## src/rtl/gray_pkg.sv

```systemverilog
// Shared Gray-code helpers and defaults for the pointer counter family.
package gray_pkg;

  localparam int GRAY_W_DEFAULT = 4;

  // Binary to Gray for any width up to 32 bits (zero-extend narrower values).
  function automatic logic [31:0] bin2gray(input logic [31:0] b);
    return b ^ (b >> 1);
  endfunction

  // Gray to binary: prefix XOR running down from the MSB.
  function automatic logic [31:0] gray2bin(input logic [31:0] g);
    logic [31:0] r;
    r[31] = g[31];
    for (int i = 30; i >= 0; i--) begin
      r[i] = r[i+1] ^ g[i];
    end
    return r;
  endfunction

endpackage

```

## src/rtl/binary_to_gray.sv

```systemverilog
// Combinational binary-to-Gray encoder, the inverse of gray_to_binary.
module binary_to_gray #(
  parameter int WIDTH = 4
) (
  input  logic [WIDTH-1:0] i_b,
  output logic [WIDTH-1:0] o_g
);

  // MSB passes straight through; every lower bit is the XOR of itself and its upper neighbour.
  assign o_g[WIDTH-1] = i_b[WIDTH-1];

  generate
    for (genvar gi = 0; gi < WIDTH - 1; gi++) begin : g_bit
      assign o_g[gi] = i_b[gi+1] ^ i_b[gi];
    end
  endgenerate

endmodule

```

## src/rtl/gray_pointer_counter.sv

```systemverilog
// Up/down binary pointer with a coherent registered Gray copy, wrap pulse
// and a sticky single-bit-step checker.
module gray_pointer_counter
  import gray_pkg::*;
#(
  parameter int WIDTH = GRAY_W_DEFAULT
) (
  input  logic             clk,
  input  logic             rst,
  input  logic             inc,
  input  logic             dec,
  input  logic             load,
  input  logic [WIDTH-1:0] D,
  output logic [WIDTH-1:0] B,
  output logic [WIDTH-1:0] G,
  output logic             wrap,
  output logic             step_err
);

  localparam logic [WIDTH-1:0] ONE = {{(WIDTH-1){1'b0}}, 1'b1};

  logic [WIDTH-1:0] r_b;
  logic [WIDTH-1:0] r_g;
  logic             r_wrap;
  logic             r_step_err;

  logic [WIDTH-1:0] w_b_next;
  logic [WIDTH-1:0] w_g_next;
  logic             w_wrap_next;
  logic             w_step;
  logic             w_bad_step;

  // Exactly one of inc/dec means a real step; both together cancel out.
  assign w_step = (inc ^ dec) & ~load;

  // Next binary value and wrap detection, load taking priority over stepping.
  always_comb begin
    w_b_next    = r_b;
    w_wrap_next = 1'b0;
    if (load) begin
      w_b_next = D;
    end else if (inc && !dec) begin
      w_b_next    = r_b + ONE;
      w_wrap_next = (r_b == {WIDTH{1'b1}});
    end else if (dec && !inc) begin
      w_b_next    = r_b - ONE;
      w_wrap_next = (r_b == {WIDTH{1'b0}});
    end
  end

  // Gray is derived from next-B so both land in the same flop stage.
  binary_to_gray #(.WIDTH(WIDTH)) u_enc (
    .i_b (w_b_next),
    .o_g (w_g_next)
  );

  assign w_bad_step = w_step && ($countones(r_g ^ w_g_next) != 1);

  // Pointer, Gray copy, wrap pulse and sticky step flag.
  always_ff @(posedge clk) begin
    if (rst) begin
      r_b        <= '0;
      r_g        <= '0;
      r_wrap     <= 1'b0;
      r_step_err <= 1'b0;
    end else begin
      r_b    <= w_b_next;
      r_g    <= w_g_next;
      r_wrap <= w_wrap_next;
      if (w_bad_step) begin
        r_step_err <= 1'b1;
      end
    end
  end

  assign B        = r_b;
  assign G        = r_g;
  assign wrap     = r_wrap;
  assign step_err = r_step_err;

endmodule
```

## config.mk

```make
export PLATFORM = sky130hd
export DESIGN_NAME = gray_pointer_counter
export DESIGN_NICKNAME = d
export VERILOG_FILES = /design/src/rtl/gray_pkg.sv /design/src/rtl/binary_to_gray.sv /design/src/rtl/gray_pointer_counter.sv
export SDC_FILE = /design/constraint.sdc
export NUM_CORES = 1
export LEC_CHECK = 0
export CAP_MARGIN = 10
export CORE_MARGIN = 5
export CORE_UTILIZATION = 34
export CTS_BUF_LIST = sky130_fd_sc_hd__clkbuf_8
export CTS_CLUSTER_DIAMETER = 80
export DETAILED_ROUTE_END_ITERATION = 10
export PLACE_DENSITY = 0.64
export SLEW_MARGIN = 20
export SYNTH_ARGS = -nofsm -noshare
export SYNTH_HDL_FRONTEND = slang
export SYNTH_SLANG_ARGS = --single-unit
```

## constraint.sdc

```tcl
create_clock -name clk -period 7.4 [get_ports clk]
set_input_delay 2.22 -clock clk [delete_from_list [all_inputs] [get_ports clk]]
set_output_delay 2.22 -clock clk [all_outputs]
set_load 0.02 [all_outputs]
```

==> results.cfg <==
[status]
status = complete, no violations

[sta]
fmax_mhz = 186
worst_slew_pin_slew_ns = 0.372
hold_viol_final = 0
finalSetupTns_ns = 0
slew_viol_final = 0
fin_skew_ns = 0.000804
min_period_over_period_pct = 72.7
hold_slack_ns = 0.462
grt_setup_unrepaired = no
period_needed_ns = 5.38
finalSetupViolCount = 0
slew-limit-headroom_pct = 75.1

[critical_path]
rrSetupSlack_ns = 4.16
cp.arrival_ns = 5.55
path_max_fanout = 11
cp.required_ns = 7.57
rr_startpoint = B[0]$_SDFF_PP0_
crit_start = dec
rr_worst_depth = 14
start_kind = input pin
worst-setup-path-type = in2reg
endpoint_kind = flop
r2r-end = step_err$_SDFFE_PP0P_

[grt]
antenna_found_initial = 0
groute.usage.overall_pct = 10.9
grt_max_degree = 12
grt_pass1_vias = 533
grt_pass1_wl_um = 2220
globalRouteOverflowTotal = 0

[routing]
routed_wl_um = 1410
firstDrtPassIters = 4
via_per_inst = 4.67
postRouteAntennaNets = 0
drc = 0
drt_iter0_drc = 6
dr_total_vias = 579
wl_per_cell_um = 11.3

[floorplanning]
io_pins = 19
fp.dieArea_mm2 = 0.00300
coreArea_mm2 = 0.00194
rows = 16
die_y_um = 54.8
die_x_um = 54.8
initial_utilization_pct = 35.1

[yosys]
ys_seq_area_share_pct = 26.4
synth_nets = 97
netlist_area_um2 = 682
avgSynthCellArea_um2 = 8.63
yosysWarnings = 0
synth-seq-cells = 9
synth_cells = 79
synth.distinct_cells = 31

[pwr]
power.density_mw_per_mm2 = 207
worst_ir_drop_vdd_v = 0.000151
leakage_nw = 0.396

[clock_network]
clk_path_buf_depth = 2
clock_latency_ns = 0.23
cts_resized = 0
postCtsSetupBuffers = 0
path_clk_slew_ns = 0.04
cts_max_level = 1
cts_made_buffers = 3
postCtsHoldBufs = 0
root_buffer = clkbuf_8
cts_sinks = 9
cts_tree = built

[final_layout]
final_cell_mix = clkdlybuf4s50_1, nor2_1, dfxtp_1, inv_1, ha_1
drive_gt1_share_pct = 8.25
nets = 116
layout_commonest_cell = clkdlybuf4s50_1
diodes = 0
fin_util_pct = 47.0
fillCellCount = 211
finalNonFillerCells = 124
area_delta_synth_final_pct = 33.9

[place]
hpwl_um = 1110
placed_cells = 120
io_buffers = 18
place_congestion = 0.740

[job]
drv_cap = 0

[hold_path]
whs_path_depth = 2
min_to = step_err$_SDFFE_PP0P_
worstHoldStart = step_err$_SDFFE_PP0P_
hp-class = reg2reg
final cells by class:
class	instances	area [um2]	area share (%)
well taps	27	33.8	3.70
clock inverters	1	3.75	0.411
flip-flops and latches	9	180	19.7
inverters	8	30.0	3.29
clock buffers	3	41.3	4.52
repair buffers	18	180	19.7
multi-input cells	58	444	48.6
where the power goes:
part	internal [W]	switching, W
clock network	0.0000362	0.0000202
registers	0.0000539	0.00000451
logic	0.0000362	0.0000379
total	0.000126	0.0000626
per-stage QoR:
| step | cell area, um2 | worst slack [ns] | power [W] |
|---|---|---|---|
| finish | 913 | 2.02 | 0.000189 |
| global route | 913 | 1.82 | 0.000204 |
| CTS | 913 | 2.00 | 0.000193 |
| detailed placement | 868 | 1.77 | 0.000134 |
| global placement | 868 | 1.84 | 0.000132 |
| floorplan | 682 | 2.47 | 0.000110 |
cell families (layout without fill, tap and decap cells):
group / after synthesis / after routing / share of synthesized area [%]
compound gates: 14 / 14 / 16.3
simple gates: 28 / 28 / 21.1
xor+xnor: 7 / 7 / 10.1
flops: 9 / 9 / 26.4
fa+ha+maj: 9 / 9 / 17.6
buf+inv: 12 / 30 / 8.44
layer usage:
| metal | vias to the layer above | track usage [%] | wire length [um] |
|---|---|---|---|
| met5 | - | 0 | 0 |
| met4 | 0 | 4.98 | 23 |
| met3 | 4 | 4.90 | 106 |
| met1 | 257 | 12.3 | 621 |
| met2 | 16 | 17.5 | 653 |
| li1 | 302 | - | - |
Yosys cell counts, drive strengths merged:
cell / number / share of area [%]
a211o: 2 / 2.6
a211oi: 3 / 3.3
a21boi: 1 / 1.1
a21oi: 3 / 2.2
a22oi: 1 / 1.1
and3: 2 / 2.6
and4: 1 / 1.3
and4b: 1 / 1.5
buf: 4 / 4.0
dfxtp: 9 / 26
fa: 1 / 2.9
ha: 8 / 15
inv: 8 / 4.4
nand2: 5 / 2.8
nand3: 1 / 0.73
nand3b: 1 / 1.1
nand4: 1 / 0.92
nor2: 12 / 6.6
nor3: 2 / 1.5
nor3b: 2 / 2.2
o21a: 2 / 2.4
o22ai: 1 / 1.8
o31ai: 1 / 1.8
xnor2: 5 / 7.5
xor2: 2 / 2.6
worst max path at each step:
stage / slack [ns] / endpoint / cells after the start
final: 2.02 / step_err$_SDFFE_PP0P_ / 16
after global routing: 1.82 / step_err$_SDFFE_PP0P_ / 16
after CTS: 2.00 / step_err$_SDFFE_PP0P_ / 16
after detailed placement: 1.77 / step_err$_SDFFE_PP0P_ / 16
after global placement: 1.84 / step_err$_SDFFE_PP0P_ / 16
after floorplan: 2.47 / step_err$_SDFFE_PP0P_ / 16
registers in the layout, summed over array words and instances, names as in the netlist:
name	flops
wrap	1
G	3
step_err	1
B	4
critical path, stage by stage:
cell and delay, ns:
clkdlybuf4s50_1 0.51, inv_1 0.05, ha_1 0.29, and3_4 0.23, a211o_1 0.29, o21a_2 0.23, xnor2_2 0.14, xor2_1 0.17
fa_1 0.51, inv_1 0.04, ha_1 0.19, ha_1 0.28, nor2_1 0.04, a211oi_1 0.22, nor2_1 0.06, nor2_1 0.07
(Power assumes the default switching activity.)
